==> config.mk <==
export PLATFORM = sky130hd
export DESIGN_NAME = bin_to_bcd_seq_flat
export DESIGN_NICKNAME = d
export VERILOG_FILES = /design/src/rtl/bin_to_bcd_seq_pkg.sv /design/src/rtl/bin_to_bcd_seq_if.sv /design/src/rtl/bcd_digit_adj.sv /design/src/rtl/bin_to_bcd_seq.sv /design/src/flat_wrapper.sv
export SDC_FILE = /design/constraint.sdc
export NUM_CORES = 1
export LEC_CHECK = 0
export ABC_AREA = 0
export BUFFER_PORTS_ARGS = -buffer_cell sky130_fd_sc_hd__buf_2
export CAP_MARGIN = 20
export CORE_UTILIZATION = 56
export CTS_BUF_LIST = sky130_fd_sc_hd__clkbuf_8 sky130_fd_sc_hd__clkbuf_16
export CTS_CLUSTER_SIZE = 24
export DETAILED_ROUTE_END_ITERATION = 10
export PLACE_DENSITY = 0.84
export SETUP_SLACK_MARGIN = 0.5
export SYNTH_ARGS = -nofsm -noshare
export SYNTH_HDL_FRONTEND = slang
export SYNTH_SLANG_ARGS = --single-unit
==> constraint.sdc <==
create_clock -name clk -period 1.65 [get_ports clk]
set_input_delay 0.33 -clock clk [delete_from_list [all_inputs] [get_ports clk]]
set_output_delay 0.33 -clock clk [all_outputs]
set_load 0.01 [all_outputs]
==> src/rtl/bin_to_bcd_seq_pkg.sv <==
// Shared types and constants for the sequential binary-to-BCD converter.
package bin_to_bcd_seq_pkg;

  typedef enum logic [1:0] {
    S_IDLE  = 2'd0,
    S_SHIFT = 2'd1,
    S_DONE  = 2'd2
  } state_e;

  localparam int unsigned MAX_DEC = 9999;
  localparam logic [15:0] SAT_BCD = 16'h9999;

endpackage

==> src/rtl/bin_to_bcd_seq_if.sv <==
// Request/result bundle between a requester and the BCD converter.
interface bin_to_bcd_seq_if #(
  parameter int unsigned IN_W   = 14,
  parameter int unsigned DIGITS = 4
);
  logic                  start;
  logic [IN_W-1:0]       bin;
  logic                  busy;
  logic                  done;
  logic [4*DIGITS-1:0]   bcd;
  logic                  ovf;

  modport master (output start, bin, input busy, done, bcd, ovf);
  modport slave  (input start, bin, output busy, done, bcd, ovf);
endinterface

==> src/rtl/bcd_digit_adj.sv <==
// Double-dabble digit correction: add 3 to a BCD nibble that is 5 or more.
module bcd_digit_adj (
  input  logic [3:0] d,
  output logic [3:0] q
);
  always_comb begin
    q = d;
    if (d >= 4'd5) q = d + 4'd3;
  end
endmodule

==> src/rtl/bin_to_bcd_seq.sv <==
// Iterative double-dabble converter, one input bit per clock; result held until the next DONE.
module bin_to_bcd_seq #(
  parameter int unsigned IN_W    = 14,
  parameter int unsigned DIGITS  = 4,
  parameter int unsigned MAX_DEC = bin_to_bcd_seq_pkg::MAX_DEC
) (
  input logic               clk,
  input logic               reset,
  bin_to_bcd_seq_if.slave   bus
);
  import bin_to_bcd_seq_pkg::*;

  localparam int unsigned BcdW = 4 * DIGITS;
  localparam int unsigned CntW = $clog2(IN_W + 1);
  localparam logic [IN_W-1:0] MaxDecW = IN_W'(MAX_DEC);
  localparam logic [BcdW-1:0] SatVal  = (DIGITS == 4) ? BcdW'(SAT_BCD) : {DIGITS{4'h9}};

  state_e            state_q;
  logic [CntW-1:0]   cnt_q;
  logic [IN_W-1:0]   bin_work_q;
  logic [BcdW-1:0]   bcd_work_q;
  logic [BcdW-1:0]   bcd_adj;
  logic              sat_q;
  logic [BcdW-1:0]   bcd_q;
  logic              ovf_q;
  logic              busy_q;
  logic              done_q;

  for (genvar g = 0; g < DIGITS; g++) begin : g_adj
    bcd_digit_adj u_adj (
      .d (bcd_work_q[4*g +: 4]),
      .q (bcd_adj[4*g +: 4])
    );
  end

  // Outputs are registered, so busy/done trail the state by one cycle.
  always_ff @(posedge clk) begin
    if (reset) begin
      state_q    <= S_IDLE;
      cnt_q      <= '0;
      bin_work_q <= '0;
      bcd_work_q <= '0;
      sat_q      <= 1'b0;
      bcd_q      <= '0;
      ovf_q      <= 1'b0;
      busy_q     <= 1'b0;
      done_q     <= 1'b0;
    end else begin
      done_q <= 1'b0;
      busy_q <= 1'b0;
      unique case (state_q)
        S_IDLE: begin
          if (bus.start) begin
            bin_work_q <= bus.bin;
            bcd_work_q <= '0;
            cnt_q      <= CntW'(IN_W);
            sat_q      <= (bus.bin > MaxDecW);
            state_q    <= S_SHIFT;
          end
        end
        S_SHIFT: begin
          busy_q                   <= 1'b1;
          {bcd_work_q, bin_work_q} <= {bcd_adj, bin_work_q} << 1;
          cnt_q                    <= cnt_q - CntW'(1);
          if (cnt_q == CntW'(1)) state_q <= S_DONE;
        end
        S_DONE: begin
          bcd_q   <= sat_q ? SatVal : bcd_work_q;
          ovf_q   <= sat_q;
          done_q  <= 1'b1;
          state_q <= S_IDLE;
        end
        default: state_q <= S_IDLE;
      endcase
    end
  end

  assign bus.busy = busy_q;
  assign bus.done = done_q;
  assign bus.bcd  = bcd_q;
  assign bus.ovf  = ovf_q;

endmodule
==> src/flat_wrapper.sv <==
// flat-port wrapper written by rule: the top's interface ports become plain ports
module bin_to_bcd_seq_flat import bin_to_bcd_seq_pkg::*;
#(
  parameter int unsigned IN_W    = 14,
  parameter int unsigned DIGITS  = 4,
  parameter int unsigned MAX_DEC = bin_to_bcd_seq_pkg::MAX_DEC
)
  (clk, reset, bus_start, bus_bin, bus_busy, bus_done, bus_bcd, bus_ovf);
  bin_to_bcd_seq_if #(.IN_W(IN_W), .DIGITS(DIGITS)) bus_i ();
  input logic clk;
  input logic reset;
  input wire logic [$bits(bus_i.start)-1:0] bus_start;
  input wire logic [$bits(bus_i.bin)-1:0] bus_bin;
  output wire logic [$bits(bus_i.busy)-1:0] bus_busy;
  output wire logic [$bits(bus_i.done)-1:0] bus_done;
  output wire logic [$bits(bus_i.bcd)-1:0] bus_bcd;
  output wire logic [$bits(bus_i.ovf)-1:0] bus_ovf;
  assign bus_i.start = bus_start;
  assign bus_i.bin = bus_bin;
  assign bus_busy = bus_i.busy;
  assign bus_done = bus_i.done;
  assign bus_bcd = bus_i.bcd;
  assign bus_ovf = bus_i.ovf;
  bin_to_bcd_seq #(.IN_W(IN_W), .DIGITS(DIGITS), .MAX_DEC(MAX_DEC)) u_core (.clk(clk), .reset(reset), .bus(bus_i));
endmodule
======== Word level (Yosys, flattened, before mapping) ========
Cells that the tools add are included.
operators by class
  $add $sub $neg .......................... 5
  magnitude comparators ................... 5
  equality and inequality tests ........... 5
  multiplexer cells ....................... 16
  reductions and logical operators ........ 5
operators by type and width
  operator                                                                count
  16-bit 2-to-1 mux                                                       2
  16-bit one-hot mux with 2 select lines                                  1
  14-bit one-hot mux with 2 select lines                                  1
  4-bit by 3-bit >= comparator with 1-bit output (second input constant)  4
  4-bit 2-to-1 mux                                                        4
  14-bit > comparator (second input constant)                             1
  14-bit 2-to-1 mux                                                       1
  4-bit by 2-bit adder with 4-bit output (second input constant)          3
  4-bit one-hot mux with 2 select lines                                   1
  2-bit AND reduction                                                     3
  4-bit by 1-bit == test with 1-bit output (second input constant)        1
  2-bit 2-to-1 mux                                                        2
  2-bit one-hot mux with 2 select lines                                   1
  4-bit by 1-bit subtractor with 4-bit output (second input constant)     1
  3-bit by 2-bit adder with 3-bit output (second input constant)          1
  3-bit 2-to-1 mux                                                        1
  2-bit by 1-bit == test with 1-bit output (second input constant)        1
  2-bit == test (second input constant)                                   1
  2-bit logical NOT                                                       1
  1-bit 2-to-1 mux                                                        2
  2-bit by 1-bit != test with 1-bit output (second input constant)        1
  2-bit != test (second input constant)                                   1
  2-bit nonzero test                                                      1
word-level totals
  flip-flop bits (word level) ............. 56
  word-level logic and storage cells ...... 45

======== Depth between registers and ports, before layout ========
  depth after elaboration ................. 3
  depth in mapped cells ................... 7
  mapped depth without buffers ............ 6

======== Modules after synthesis ========
From an unflattened synthesis, not the netlist that was laid out.
unflattened totals
  cell total of the unflattened synthesis .. 292
  area, all modules ....................... 2582.5 um^2
modules (own cells, without submodules)
  module          times used  cells an instance  area an instance (um^2)  sequential area each (um^2)
  bin_to_bcd_seq  1           228                2177.1                   1121.1
  bcd_digit_adj   4           16                 101.3                    0.0

======== Worst setup path after synthesis ========
No wires, ideal clock.
  kind .................................... reg2reg
  start ................................... register u_core.bcd_work_q[9]
  end ..................................... register u_core.bcd_work_q[10]
  data arrival time ....................... 1.234 ns
  slack ................................... 0.299 ns
  stages on the path, launching flop included .. 7
  clock period less this slack ............ 1.351 ns
  cells stage by stage .................... dfxtp_1 inv_1 ha_1 nand2b_1 a21oi_1 mux2i_1 a22o_1
between the ends
  word-level cells in the longest chain between the ends .. 3
  elaborated cells between the ends (all ways) .. 4
  classes of those cells .................. add/sub (1); order compare (1); mux (2)
RTL lines
  item                                                                                                      RTL line              text
  from (decl)                                                                                               bin_to_bcd_seq.sv:21  logic [BcdW-1:0] bcd_work_q;
  from (signal assigned)                                                                                    bin_to_bcd_seq.sv:63  {bcd_work_q, bin_work_q} <= {bcd_adj, bin_work_q} << 1;
  4-bit by 2-bit adder with 4-bit output or 4-bit by 3-bit >= comparator with 1-bit output (tied branches)  bcd_digit_adj.sv:8    if (d >= 4'd5) q = d + 4'd3;
  4-bit 2-to-1 mux *                                                                                        bcd_digit_adj.sv:8
  16-bit one-hot mux with 2 select lines *                                                                  bin_to_bcd_seq.sv:51  unique case (state_q)
Every way passes the cells marked *; elsewhere a longest branch is shown, timed or not.
A chain may end at the register's enable or synchronous reset.

======== Final worst setup path ========
  start ................................... register u_core.bcd_work_q[0]
  end ..................................... register u_core.bcd_work_q[2]
The elaborated chain is that of the path after synthesis.

==> results.py <==
metrics = {
    "timing": {
        "tns_ns": 0,
        "maxSlewHeadroom_pct": 67.5,
        "period_needed_ns": 1.50,
        "rsz0062_at_grt": "yes",
        "worst-slew-pin-transition_ns": 0.488,
        "final_max_slew_viol_count": 0,
        "fin_hold_ws_ns": 0.283,
        "final-setup-viol-count": 0,
        "skew_ns": 0.0171,
        "fmax_ghz": 0.668,
        "setup_ws_ns": 0.154,
        "finalCritPeriodShare_pct": 90.7,
        "final_hold_viol_count": 0,
    },
    "detailed_routing": {
        "route.vias.total": 2848,
        "viasPerCell": 6.96,
        "firstDrtPassIters": 5,
        "postRouteAntennaNets": 0,
        "wl_per_cell_um": 25.7,
        "drt_iter0_markers": 409,
        "drc": 0,
        "routed_wl_um": 10500,
    },
    "floorplan": {
        "io_pins": 36,
        "rows": 23,
        "coreArea_um2": 4120,
        "dieWidth_um": 68.4,
        "start_util_pct": 60.0,
        "die_h_um": 68.4,
        "dieArea_um2": 4680,
    },
    "power_and_ir_drop": {
        "p_per_area_nw_per_um2": 769,
        "netSwitchingFraction_pct": 29.0,
        "p_seq_share_pct": 49.9,
        "p_comb_share_pct": 18.0,
        "power_uw": 2930,
        "leakagePower_uw": 0.00154,
        "p_switching_uw": 849,
        "internal_power_uw": 2080,
        "p_clk_share_pct": 32.1,
        "ir_drop_v": 0.000670,
    },
    "synthesis": {
        "ys_ff_latch": 56,
        "synth_compound_area_share_pct": 16.3,
        "synth.area.mux_share_pct": 1.62,
        "yosys.cell_types.count": 30,
        "synth-simple-area-share_pct": 22.9,
        "synth_warnings": 0,
        "ys_seq_area_share_pct": 45.4,
        "synth_cells": 289,
        "synthAdderAreaFrac_pct": 5.07,
        "synthXorXnorAreaFrac_pct": 2.48,
        "syn_nets": 316,
        "synth_top_family_by_area": "simple AND/OR/NAND/NOR gates",
        "syn-cell-area_um2": 2470,
        "syn_area_per_cell_um2": 8.54,
    },
    "global_routing": {
        "grt_pass1_wl_um": 11000,
        "antenna_found_initial": 0,
        "first_global_vias": 2369,
        "grt_overflow": 0,
        "track_usage_pct": 32.7,
        "grt_max_degree": 32,
    },
    "clocking": {
        "clock_latency_ns": 0.33,
        "cts_htree_levels": 2,
        "cts_tree": "built",
        "ctsHoldBuffers": 0,
        "cts_sinks": 56,
        "clk_pin_slew_worst_paths_ns": 0.11,
        "cts_inserted_buffers": 5,
        "root_buffer": "clkbuf_8",
        "clockBufferDepth": 2,
    },
    "cells_and_area": {
        "fillers": 133,
        "layout_common_cells": "36 x buf_2, 31 x dfxtp_1, 25 x nand2_1",
        "n_antenna_cell": 0,
        "syn_to_final_growth_pct": 54.6,
        "layout_commonest_cell": "buf_2",
        "drive_gt1_share_pct": 59.3,
        "fin_nets": 385,
    },
    "run_status": {
        "outcome": "complete, no violations",
    },
    "run": {
        "cap_violations": 0,
    },
    "critical_path": {
        "arrival_ns": 1.76,
        "worstPathRequired_ns": 1.91,
        "cp-start-kind": "flip-flop",
        "crit_fanout": 6,
        "critPathKind": "flip-flop to flip-flop",
        "cp-end-kind": "flip-flop",
    },
    "placement": {
        "dp.final_hpwl_um": 3600,
        "pre_cts_ws_ns": 0.135,
        "gp_congestion": 0.837,
        "portBuffers": 35,
    },
    "hold_path": {
        "worstHoldPathType": "primary input to flip-flop",
    },
}
[per-layer routing]
| layer | global-route usage (%) | wire, um | vias up |
|---|---|---|---|
| li1 | - | - | 1151 |
| met1 | 35.6 | 3660 | 1304 |
| met2 | 57.4 | 4750 | 277 |
| met3 | 6.50 | 1050 | 116 |
| met4 | 20.6 | 1060 | 0 |
| met5 | 0 | 0 | - |
[layout make-up]
class | instances | area, um^2 | area share, %
Timing Repair Buffer | 81 | 672 | 17.6
Sequential cell | 56 | 1170 | 30.6
Clock buffer | 5 | 68.8 | 1.80
Multi-Input combinational cell | 204 | 1750 | 46.0
Clock inverter | 3 | 42.5 | 1.12
Inverter | 10 | 47.5 | 1.25
Tap cell | 50 | 62.6 | 1.64
[timing repair]
| action | 4_1_cts | 5_1_grt |
|---|---|---|
| pin swaps | 32 | 43 |
| setup endpoints to repair | 54 | 65 |
| cloned | 3 | 4 |
| resized for setup | 65 | 94 |
| setup buffers | 12 | 18 |
[worst paths after layout]
| path | slack, ns | cells past startpoint | from | endpoint |
|---|---|---|---|---|
| worst max-delay path | 0.15 | 6 | u_core.bcd_work_q[0] | u_core.bcd_work_q[2] |
| worst min-delay path | 0.28 | 3 | bus_bin[6] | u_core.bin_work_q[6] |
| worst max register to register | 0.15 | 6 | u_core.bcd_work_q[0] | u_core.bcd_work_q[2] |
| worst min register to register | 0.47 | 2 | u_core.bus.bcd[5] | u_core.bus.bcd[5] |
[critical path, stage by stage (launching register included)]
cell and delay, ns:
dfxtp_4 0.41, inv_2 0.09, ha_4 0.17, nand2b_4 0.07
a21oi_4 0.22, mux2i_1 0.28, a22o_1 0.17
[registers in the layout, indices dropped and copies added (netlist names)]
register,cells
u_core.bus.bcd,16
u_core.bus.ovf,1
u_core.cnt_q,4
u_core.bin_work_q,14
u_core.bcd_work_q,16
u_core.bus.busy,1
u_core.sat_q,1
u_core.bus.done,1
u_core.state_q,2
[cells by family (layout without fill, tap and decap cells)]
group	after synthesis	count (layout)
buf+inv	30	99
flops	56	56
fa+ha+maj	10	10
xor+xnor	7	7
compound gates	59	59
mux	4	4
simple gates	123	124
[power groups by stage]
stage          Sequential [uW]  Clock [uW]  Combinational (uW)
2_1_floorplan             1460           0                 198
3_3_place_gp              1470           0                 231
4_1_cts                   1440         910                 320
6_report                  1460         942                 527
3_5_place_dp              1470           0                 239
5_1_grt                   1460         976                 541
[synthesized netlist by cell type]
| cell | number | area, um^2 |
|---|---|---|
| nand2_1 | 36 | 135 |
| a211oi_1 | 2 | 15.0 |
| a221oi_1 | 1 | 8.76 |
| xor2_1 | 3 | 26.3 |
| inv_1 | 10 | 37.5 |
| xnor2_1 | 4 | 35.0 |
| ha_1 | 10 | 125 |
| buf_2 | 7 | 35.0 |
| buf_4 | 6 | 45.0 |
| clkbuf_1 | 6 | 22.5 |
| a21oi_1 | 18 | 90.1 |
| a22o_1 | 11 | 96.3 |
| or2_2 | 1 | 6.26 |
| a311oi_1 | 14 | 123 |
| nand4b_1 | 1 | 8.76 |
| nand3b_1 | 6 | 45.0 |
| nand2b_1 | 7 | 43.8 |
| or3_1 | 4 | 25.0 |
| o21ai_0 | 11 | 55.1 |
| nor2_1 | 37 | 139 |
| nor2b_1 | 2 | 12.5 |
| dfxtp_1 | 56 | 1120 |
| nor3_1 | 21 | 105 |
| nor3b_1 | 1 | 7.51 |
| nor4_1 | 1 | 6.26 |
| buf_6 | 1 | 11.3 |
| a22oi_1 | 2 | 15.0 |
| mux2i_1 | 4 | 40.0 |
| and3_1 | 1 | 6.26 |
| nand3_1 | 5 | 25.0 |
[metrics by stage]
stage               util (%)  cell area [um^2]  instances
global route            92.7              3810        409
CTS                     79.9              3290        387
floorplan                  -              2620        289
detailed placement      67.9              2790        364
finish                  92.7              3810        409
global placement        67.9              2790        364
Note: power is estimated with default switching activity, not from simulation.
